File: src/rtl/decode_exec_pkg.sv
// ============================================================================
//  decode_exec_pkg -- opcode/funct constants and ALU operation encoding
//  Revision: 1.0
// ============================================================================
`default_nettype none

package decode_exec_pkg;

    localparam logic [6:0] OPC_OP_IMM = 7'b0010011;
    localparam logic [6:0] OPC_OP     = 7'b0110011;
    localparam logic [6:0] OPC_LUI    = 7'b0110111;
    localparam logic [6:0] OPC_LOAD   = 7'b0000011;

    localparam logic [2:0] F3_ADD  = 3'b000;
    localparam logic [2:0] F3_SLL  = 3'b001;
    localparam logic [2:0] F3_SLT  = 3'b010;
    localparam logic [2:0] F3_SLTU = 3'b011;
    localparam logic [2:0] F3_XOR  = 3'b100;
    localparam logic [2:0] F3_SRL  = 3'b101;
    localparam logic [2:0] F3_OR   = 3'b110;
    localparam logic [2:0] F3_AND  = 3'b111;
    localparam logic [2:0] F3_LW   = 3'b010;

    localparam logic [6:0] F7_BASE = 7'b0000000;
    localparam logic [6:0] F7_ALT  = 7'b0100000;

    typedef enum logic [3:0] {
        ALU_ADD    = 4'd0,
        ALU_SUB    = 4'd1,
        ALU_SLL    = 4'd2,
        ALU_SLT    = 4'd3,
        ALU_SLTU   = 4'd4,
        ALU_XOR    = 4'd5,
        ALU_SRL    = 4'd6,
        ALU_SRA    = 4'd7,
        ALU_OR     = 4'd8,
        ALU_AND    = 4'd9,
        ALU_PASS_B = 4'd10
    } alu_op_e;

endpackage

`default_nettype wire

File: src/rtl/dx_alu.sv
// ============================================================================
//  dx_alu -- combinational integer ALU for the decode/execute pipe
//  Revision: 1.0
// ============================================================================
`default_nettype none

module dx_alu
    import decode_exec_pkg::*;
#(
    parameter int XLEN = 32
) (
    input  alu_op_e         op,
    input  logic [XLEN-1:0] a,
    input  logic [XLEN-1:0] b,
    output logic [XLEN-1:0] y
);

    localparam int SHW = $clog2(XLEN);

    logic [SHW-1:0] shamt;
    assign shamt = b[SHW-1:0];

    always_comb begin
        y = '0;
        case (op)
            ALU_ADD:    y = a + b;
            ALU_SUB:    y = a - b;
            ALU_SLL:    y = a << shamt;
            ALU_SLT:    y = XLEN'($signed(a) < $signed(b));
            ALU_SLTU:   y = XLEN'(a < b);
            ALU_XOR:    y = a ^ b;
            ALU_SRL:    y = a >> shamt;
            ALU_SRA:    y = $unsigned($signed(a) >>> shamt);
            ALU_OR:     y = a | b;
            ALU_AND:    y = a & b;
            ALU_PASS_B: y = b;
            default:    y = '0;
        endcase
    end

endmodule

`default_nettype wire

File: src/rtl/decode_exec_pipe.sv
// ============================================================================
//  decode_exec_pipe -- two-stage RV-subset decode/execute pipe with regfile
//  Revision: 1.0
// ============================================================================
`default_nettype none

module decode_exec_pipe
    import decode_exec_pkg::*;
#(
    parameter int XLEN = 32,
    parameter int NREG = 32
) (
    input  logic            clk,
    input  logic            rst,
    input  logic [31:0]     instruction,
    input  logic            in_valid,
    output logic            in_ready,
    output logic            mem_rd,
    output logic [XLEN-1:0] mem_addr,
    input  logic [XLEN-1:0] data,
    output logic            out_valid,
    input  logic            out_ready,
    output logic [4:0]      rd_addr,
    output logic [XLEN-1:0] regwrdata,
    output logic            regwr,
    output logic            illegal
);

    localparam int IW = (NREG > 1) ? $clog2(NREG) : 1;

    typedef struct packed {
        alu_op_e         op;
        logic [XLEN-1:0] imm;
        logic            use_imm;
        logic            load;
        logic            illegal;
        logic            regwr;
        logic [4:0]      rd;
        logic [4:0]      rs1;
        logic [4:0]      rs2;
    } s1_t;

    typedef struct packed {
        logic [XLEN-1:0] result;
        logic [4:0]      rd;
        logic            regwr;
        logic            illegal;
        logic            load;
    } s2_t;

    logic            s1_valid_q, s1_valid_d, s2_valid_q, s2_valid_d;
    s1_t             s1_q, s1_d, dec;
    s2_t             s2_q, s2_d;
    logic [XLEN-1:0] rf_q [NREG];
    logic [XLEN-1:0] rf_d [NREG];

    logic [6:0]      opcode, funct7, sh_f;
    logic [2:0]      funct3;
    logic [4:0]      rd_f, rs1_f, rs2_f;
    logic [XLEN-1:0] imm_i, imm_u;
    logic            use_rs1, use_rs2, uses_rd, bad_f;
    logic            commit, s1_move, accept;
    logic [XLEN-1:0] op_a, op_b, alu_b, alu_y;

    assign opcode = instruction[6:0];
    assign rd_f   = instruction[11:7];
    assign funct3 = instruction[14:12];
    assign rs1_f  = instruction[19:15];
    assign rs2_f  = instruction[24:20];
    assign funct7 = instruction[31:25];
    // RV64 shifts carry a 6-bit shamt, so only imm[11:6] acts as the funct field
    assign sh_f   = (XLEN == 64) ? {instruction[31:26], 1'b0} : instruction[31:25];
    assign imm_i  = XLEN'($signed(instruction[31:20]));
    assign imm_u  = XLEN'($signed({instruction[31:12], 12'b0}));

    function automatic logic idx_bad(input logic [4:0] idx);
        return (NREG < 32) && (int'(idx) >= NREG);
    endfunction

    always_comb begin
        dec     = '0;
        use_rs1 = 1'b0;
        use_rs2 = 1'b0;
        uses_rd = 1'b0;
        bad_f   = 1'b0;
        case (opcode)
            OPC_OP_IMM: begin
                use_rs1     = 1'b1;
                uses_rd     = 1'b1;
                dec.use_imm = 1'b1;
                dec.imm     = imm_i;
                case (funct3)
                    F3_ADD:  dec.op = ALU_ADD;
                    F3_SLT:  dec.op = ALU_SLT;
                    F3_SLTU: dec.op = ALU_SLTU;
                    F3_XOR:  dec.op = ALU_XOR;
                    F3_OR:   dec.op = ALU_OR;
                    F3_AND:  dec.op = ALU_AND;
                    F3_SLL: begin
                        dec.op = ALU_SLL;
                        bad_f  = (sh_f != F7_BASE);
                    end
                    F3_SRL: begin
                        dec.op = (sh_f == F7_ALT) ? ALU_SRA : ALU_SRL;
                        bad_f  = (sh_f != F7_BASE) && (sh_f != F7_ALT);
                    end
                    default: bad_f = 1'b1;
                endcase
            end
            OPC_OP: begin
                use_rs1 = 1'b1;
                use_rs2 = 1'b1;
                uses_rd = 1'b1;
                case ({funct7, funct3})
                    {F7_BASE, F3_ADD}:  dec.op = ALU_ADD;
                    {F7_ALT,  F3_ADD}:  dec.op = ALU_SUB;
                    {F7_BASE, F3_SLL}:  dec.op = ALU_SLL;
                    {F7_BASE, F3_SLT}:  dec.op = ALU_SLT;
                    {F7_BASE, F3_SLTU}: dec.op = ALU_SLTU;
                    {F7_BASE, F3_XOR}:  dec.op = ALU_XOR;
                    {F7_BASE, F3_SRL}:  dec.op = ALU_SRL;
                    {F7_ALT,  F3_SRL}:  dec.op = ALU_SRA;
                    {F7_BASE, F3_OR}:   dec.op = ALU_OR;
                    {F7_BASE, F3_AND}:  dec.op = ALU_AND;
                    default:            bad_f  = 1'b1;
                endcase
            end
            OPC_LUI: begin
                uses_rd     = 1'b1;
                dec.op      = ALU_PASS_B;
                dec.use_imm = 1'b1;
                dec.imm     = imm_u;
            end
            OPC_LOAD: begin
                use_rs1     = 1'b1;
                uses_rd     = 1'b1;
                dec.op      = ALU_ADD;
                dec.use_imm = 1'b1;
                dec.imm     = imm_i;
                dec.load    = 1'b1;
                bad_f       = (funct3 != F3_LW);
            end
            default: bad_f = 1'b1;
        endcase
        dec.illegal = bad_f || (use_rs1 && idx_bad(rs1_f)) || (use_rs2 && idx_bad(rs2_f))
                    || (uses_rd && idx_bad(rd_f));
        dec.load    = dec.load && !dec.illegal;
        dec.regwr   = !dec.illegal && (rd_f != 5'd0);
        dec.rd      = rd_f;
        dec.rs1     = rs1_f;
        dec.rs2     = rs2_f;
    end

    assign commit   = s2_valid_q && out_ready;
    assign s1_move  = s1_valid_q && (!s2_valid_q || commit);
    assign in_ready = !rst && (!s1_valid_q || s1_move);
    assign accept   = in_valid && in_ready;

    assign out_valid = s2_valid_q;
    assign regwr     = s2_valid_q && s2_q.regwr;
    assign illegal   = s2_valid_q && s2_q.illegal;
    assign mem_rd    = s2_valid_q && s2_q.load;
    assign mem_addr  = mem_rd ? s2_q.result : '0;
    assign rd_addr   = s2_valid_q ? s2_q.rd : 5'd0;
    assign regwrdata = !s2_valid_q ? '0 : (s2_q.load ? data : s2_q.result);

    // Same-edge commit bypasses the regfile so back-to-back dependents see it
    always_comb begin
        op_a = '0;
        op_b = '0;
        if (s1_q.rs1 != 5'd0) op_a = rf_q[s1_q.rs1[IW-1:0]];
        if (s1_q.rs2 != 5'd0) op_b = rf_q[s1_q.rs2[IW-1:0]];
        if (commit && regwr && (rd_addr == s1_q.rs1)) op_a = regwrdata;
        if (commit && regwr && (rd_addr == s1_q.rs2)) op_b = regwrdata;
    end

    assign alu_b = s1_q.use_imm ? s1_q.imm : op_b;

    dx_alu #(.XLEN(XLEN)) u_alu (
        .op (s1_q.op),
        .a  (op_a),
        .b  (alu_b),
        .y  (alu_y)
    );

    always_comb begin
        s1_valid_d = s1_valid_q;
        s1_d       = s1_q;
        if (accept) begin
            s1_valid_d = 1'b1;
            s1_d       = dec;
        end else if (s1_move) begin
            s1_valid_d = 1'b0;
        end

        s2_valid_d = s2_valid_q;
        s2_d       = s2_q;
        if (s1_move) begin
            s2_valid_d   = 1'b1;
            s2_d.result  = alu_y;
            s2_d.rd      = s1_q.rd;
            s2_d.regwr   = s1_q.regwr;
            s2_d.illegal = s1_q.illegal;
            s2_d.load    = s1_q.load;
        end else if (commit) begin
            s2_valid_d = 1'b0;
        end

        rf_d = rf_q;
        if (commit && regwr) rf_d[rd_addr[IW-1:0]] = regwrdata;
    end

    always_ff @(posedge clk or posedge rst) begin
        if (rst) begin
            s1_valid_q <= 1'b0;
            s2_valid_q <= 1'b0;
            s1_q       <= '0;
            s2_q       <= '0;
            rf_q       <= '{default: '0};
        end else begin
            s1_valid_q <= s1_valid_d;
            s2_valid_q <= s2_valid_d;
            s1_q       <= s1_d;
            s2_q       <= s2_d;
            rf_q       <= rf_d;
        end
    end

endmodule

`default_nettype wire

File: config.mk
export PLATFORM = sky130hd
export DESIGN_NAME = decode_exec_pipe
export DESIGN_NICKNAME = d
export VERILOG_FILES = /design/src/rtl/decode_exec_pkg.sv /design/src/rtl/dx_alu.sv /design/src/rtl/decode_exec_pipe.sv
export SDC_FILE = /design/constraint.sdc
export NUM_CORES = 2
export LEC_CHECK = 0
export CAP_MARGIN = 5
export CORE_AREA = 2 2 442 444
export CTS_CLUSTER_SIZE = 24
export DETAILED_ROUTE_END_ITERATION = 8
export DIE_AREA = 0 0 444 446
export HOLD_SLACK_MARGIN = 0.05
export PLACE_DENSITY_LB_ADDON = 0.2
export SYNTH_ARGS = -nofsm -noshare
export SYNTH_HDL_FRONTEND = slang
export SYNTH_SLANG_ARGS = --single-unit
File: constraint.sdc
create_clock -name clk -period 43.2 [get_ports clk]
set_input_delay 12.96 -clock clk [delete_from_list [all_inputs] [get_ports clk]]
set_output_delay 12.96 -clock clk [all_outputs]
set_load 0.1 [all_outputs]
# Yosys cells after proc, flatten, opt, wreduce, memory -nomap -nowiden
# Cells that the tools add are included.
[word_totals]
regBits = 1121
inputBits = 68
out_inout_bits = 74
elab_cells = 163
[op_classes]
addsub = 2
n_lt_le_gt_ge = 6
eq_ne = 35
shifts = 3
mux = 32
bitwise = 6
n_reduce_logical = 31
[ops]
columns = ["operator", "count"]
rows = [
  ["bitwise mux 1024 bit", 1],
  ["two-way mux 32 bit", 13],
  ["case mux 32 bit (11 select lines)", 1],
  ["binary-select mux 32 bit (select 5 bit)", 2],
  ["demux 32 bit (select 5 bit)", 1],
  ["case mux 33 bit (2 select lines)", 1],
  ["< comparator 32 bit", 2],
  ["equality test 10 x 3 -> 1 bit (second input constant)", 4],
  ["case mux 4 bit (9 select lines)", 1],
  ["adder 32 bit", 1],
  ["AND 32 bit", 1],
  ["bitwise OR 32 bit", 1],
  ["case mux 4 bit (8 select lines)", 1],
  ["<< shifter 32 x 5 -> 32 bit", 1],
  [">> shifter 32 x 5 -> 32 bit", 1],
  [">>> shifter 32 x 5 -> 32 bit", 1],
  ["subtractor 32 bit", 1],
  ["bitwise XOR 32 bit", 1],
  ["equality test 7 x 6 -> 1 bit (second input constant)", 3],
  ["equality test 10 x 2 -> 1 bit (second input constant)", 2],
  ["equality test 10 x 9 -> 1 bit (second input constant)", 2],
  ["greater-or-equal comparator 6 bit (second input constant)", 3],
  ["inverter 5 -> 6 bit", 3],
  ["equality test 4 x 3 -> 1 bit (second input constant)", 4],
  ["29 further kinds", 63],
]

# Depth between registers and ports, before layout
[logic_depth]
word_depth = 9
ltp_mapped = 29
ltp_nobuf = 21

# Cells and area by module
# A second synthesis with hierarchy kept.
[unflattened]
cells_unflattened = 6922
area_unflattened_um2 = 67772.5
[modules_own_cells]
columns = ["module", "instances", "cells_each", "area_each_um2", "seq_area_each_um2"]
rows = [
  ["decode_exec_pipe", 1, 5488, 58489.8, 28051.9],
  ["dx_alu", 1, 1434, 9282.7, 0.0],
]

# Worst setup path before layout
# OpenSTA, ideal clock, no wires.
[synth_path]
kind = "input port to output port"
from = "input port out_ready"
to = "output port in_ready"
t_arrival_ns = 14.542
required_ns = 30.240
path_slack_ns = 15.698
path_stages = 2
n_path_buf = 0
cell_sequence = "nor2b_1 > a21oi_1"
[synth_via]
elab_chain_len = 5
[synth_rtl]
columns = ["item", "line", "source"]
rows = [
  ["start, declared", "decode_exec_pipe.sv:22", "input logic out_ready,"],
  ["logical AND 1 bit", "decode_exec_pipe.sv:154", "assign commit = s2_valid_q && out_ready;"],
  ["logical OR 1 bit", "decode_exec_pipe.sv:155", "assign s1_move = s1_valid_q && (!s2_valid_q || commit);"],
  ["logical AND 1 bit", "decode_exec_pipe.sv:155", ""],
  ["logical OR 1 bit", "decode_exec_pipe.sv:156", "assign in_ready = !rst && (!s1_valid_q || s1_move);"],
  ["logical AND 1 bit", "decode_exec_pipe.sv:156", ""],
  ["end, declared", "decode_exec_pipe.sv:17", "output logic in_ready,"],
]
# No other way between the ends.

# Worst setup path after layout
[layout_path]
from = "input port data[6]"
to = "output port regwrdata[6]"
[layout_via]
elab_chain_len = 2
[layout_rtl]
columns = ["item", "line", "source"]
rows = [
  ["start, declared", "decode_exec_pipe.sv:20", "input logic [XLEN-1:0] data,"],
  ["two-way mux 32 bit (2 in a row)", "decode_exec_pipe.sv:165", "assign regwrdata = !s2_valid_q ? '0 : (s2_q.load ? data : s2_q.result);"],
  ["end, declared", "decode_exec_pipe.sv:24", "output logic [XLEN-1:0] regwrdata,"],
]
# No other way between the ends.

==> flow_metrics.py <==
metrics = {
    "run_status": {
        "status": "complete, no violations",
    },
    "floorplan": {
        "die_w_um": 444,
        "die_h_um": 446,
        "core_area_mm2": 0.1936,
        "initial_utilization": 0.3469,
        "dieArea_mm2": 0.1980,
        "rows": 162,
        "io_pins": 142,
    },
    "timing": {
        "fmax_ghz": 0.03487,
        "rsz0062_at_grt": "false",
        "min_period_ps": 28680,
        "worst_pin_slew_ps": 1323,
        "tns_ps": 0,
        "setup_violations": 0,
        "slew-limit-headroom": 0.1085,
        "clock_skew_ps": 32.45,
        "fin_crit_sh": 0.6638,
        "hold_viol": 0,
        "drv_slew": 0,
    },
    "setup_path": {
        "critPathMaxFanout": 34,
        "path_common_cell": "clkdlybuf4s50_1",
        "crit_path_end_kind": "primary output",
        "rrSetupSlack_ps": 34100,
        "start_kind": "input pin",
        "crit_type": "input pin to primary output",
        "crit_family": "buffers and inverters",
        "crit_slowest_cell": "clkdlybuf4s50_1",
        "crit_chain": "clkdlybuf4s50_1 > mux2_2 > nand2_1 > inv_1 > clkdlybuf4s50_1",
        "crit_path_max_incr_delay_ps": 1170,
        "critical_path_buf_inv_count": 3,
        "required_ps": 30240,
        "critPathArrivalTime_ps": 15720,
    },
    "synth": {
        "ys_warn_count": 0,
        "synth_edf_count": 0,
        "syn_inst": 6680,
        "ys_async_sr_fraction": 1.000,
        "synth.distinct_cells": 96,
        "yosysSeqAreaShare": 0.4177,
        "synth_area_per_cell_um2": 10.05,
        "yosys_most_used_dff": "dfrtp_1",
        "synth_top_area_share": 0.4177,
        "synthTopCellsByArea": "dfrtp_1 (42%), mux4_2 (15%), o21ai_0 (8.5%)",
        "synth-seq-cells": 1121,
        "syn_area_mm2": 0.06715,
        "syn-num-nets": 6850,
        "yosysTopAreaCell": "dfrtp_1",
    },
    "routing": {
        "drcViolationCount": 0,
        "drtAntennaViolNets": 0,
        "wl_per_cell_um": 31.85,
        "drt-total-wl_mm": 291.6,
        "vias": 56390,
        "vias_per_cell": 6.160,
        "first_pass_iters": 7,
        "drt_iter0_drc": 6240,
    },
    "clocking": {
        "cts_setup_buffers": 0,
        "root_buffer": "clkbuf_16",
        "holdBufCountCts": 0,
        "cts_num_sinks": 1121,
        "htreeDepth": 4,
        "tritoncts": "built",
        "cts_made_buffers": 130,
        "cts_resized": 0,
        "path_clk_slew_ps": 60,
        "cts_buffer_depth": 3,
        "clock_latency_ps": 810,
    },
    "layout": {
        "fin_area_mm2": 0.07502,
        "finish.utilization": 0.3875,
        "fill_cells": 18950,
        "syn2layout_area_growth_pct": 11.71,
        "fin_nets": 6681,
        "layout-drive-gt1-share": 0.1656,
    },
    "global_route": {
        "busiest_layer": "met2",
        "grt_pass1_wl_mm": 416.0,
        "use_met3": 0.05948,
        "antenna_found_initial": 11,
        "grt_max_degree": 169,
        "gr-usage-met1": 0.3819,
        "gr-usage-met2": 0.4520,
        "grt_pass1_vias": 54450,
        "grt_overflow_total": 0,
        "grt_use_total": 0.2903,
    },
    "worst_hold_path": {
        "hp-class": "register to register",
    },
    "power": {
        "ir_worst_vdd_uv": 44.28,
        "p_int_uw": 1910,
        "leakagePower_uw": 0.03129,
        "report.power.total_uw": 2938,
        "powerDensity_mw_per_mm2": 39.17,
        "p_seq_frac": 0.374,
        "power_switching_uw": 1028,
        "power_switching_share": 0.3498,
        "pwr-share-clk": 0.377,
        "pwr-share-comb": 0.249,
    },
    "job": {
        "cap_viol_max_count": 0,
    },
    "place": {
        "place_area_mm2": 0.07082,
        "gp_congestion": 0.9926,
        "io_buffers": 141,
        "dp_hpwl_mm": 182.7,
    },
}
==> synth_stat cells, types with 34 or more instances <==
master and count:
mux2_2 109, a21oi_1 159, and3_1 49, mux4_2 457
a22oi_1 72, nor2_1 173, nor3_1 52, nand2_1 1336
clkbuf_1 479, buf_2 60, mux2i_1 275, dfrtp_1 1121
ha_1 100, a211oi_1 34, o21ai_0 1142, a221o_1 51
a221oi_1 59, o22ai_1 64, inv_1 136, buf_4 36
buf_6 39, o221ai_1 87, nand3_1 53
==> tightest hold or removal path, delay by kind of cell (launching register included) <==
| family | cells | cell delay, ps |
|---|---|---|
| flip-flops | 1 | 340 |
| AND/OR/NAND/NOR | 2 | 100 |
==> cell type report <==
type	instances	area [um2]	area share
antenna	5	12.51	0.0001668
clock buffer	188	3825	0.05099
clock inverter	40	365.4	0.004870
inverter	145	553.0	0.007372
multi-input combinational	4774	35970	0.4795
sequential	1121	28090	0.3744
tap	2542	3181	0.04240
timing repair buffer	339	3020	0.04026
==> stage by stage <==
stage	setup WS, ps	cells	hold slack, ps
final	14520	9154	469.3
after floorplan	14770	6680	433.4
after detailed placement	14540	8921	457.9
after global placement	14570	8921	456.0
after global routing	14420	9150	509.4
after CTS	14530	9149	471.6
==> power by group through the flow <==
stage                     logic [uW]  clock network, uW  registers [uW]
after global placement           714                  0            1120
after global routing             760               1160            1100
after detailed placement         713                  0            1120
after CTS                        716               1120            1100
final                            732               1110            1100
after floorplan                  469                  0            1090
==> flip-flops by register name, indices dropped and copies added, names as in the netlist <==
name / count
rf_q: 1024
s1_valid_q: 1
out_valid: 1
s2_q: 40
s1_q: 55
==> routing by layer <==
layer | part of all wire | up-vias
li1 | - | 24200
met1 | 0.40 | 28740
met2 | 0.45 | 2763
met3 | 0.083 | 689
met4 | 0.059 | 8
met5 | 0.00017 | -
==> cell families after synthesis <==
| kind of cell | Yosys count | share of synthesized area |
|---|---|---|
| buf+inv | 785 | 0.05195 |
| fa+ha+maj | 102 | 0.01923 |
| compound gates | 1998 | 0.1841 |
| mux | 841 | 0.2125 |
| simple gates | 1809 | 0.1114 |
| xor+xnor | 24 | 0.003130 |
| flops | 1121 | 0.4177 |
==> worst paths after layout <==
check	start	to	depth (start not counted)
setup / recovery	data[6]	regwrdata[6]	5
hold / removal	s1_q[24]	s1_q[24]	2
setup reg to reg	s1_q[5]	s2_q[39]	21
hold reg to reg	s1_q[24]	s1_q[24]	2
max in group asynchronous	rst	rf_q[307]	6
min in group asynchronous	rst	s1_q[0]	3
==> layout by cell type, fill, tap and decap left out, types with 71 or more instances in the layout <==
master	n
nand2_1	1301
o21ai_0	1142
dfrtp_1	1109
mux4_2	457
mux2i_1	275
buf_4	189
nor2_1	168
a21oi_1	158
clkdlybuf4s50_1	140
inv_1	133
clkbuf_16	133
mux2_2	109
ha_1	100
o221ai_1	87
a22oi_1	71
No activity file was read; power rests on OpenSTA's default activity.
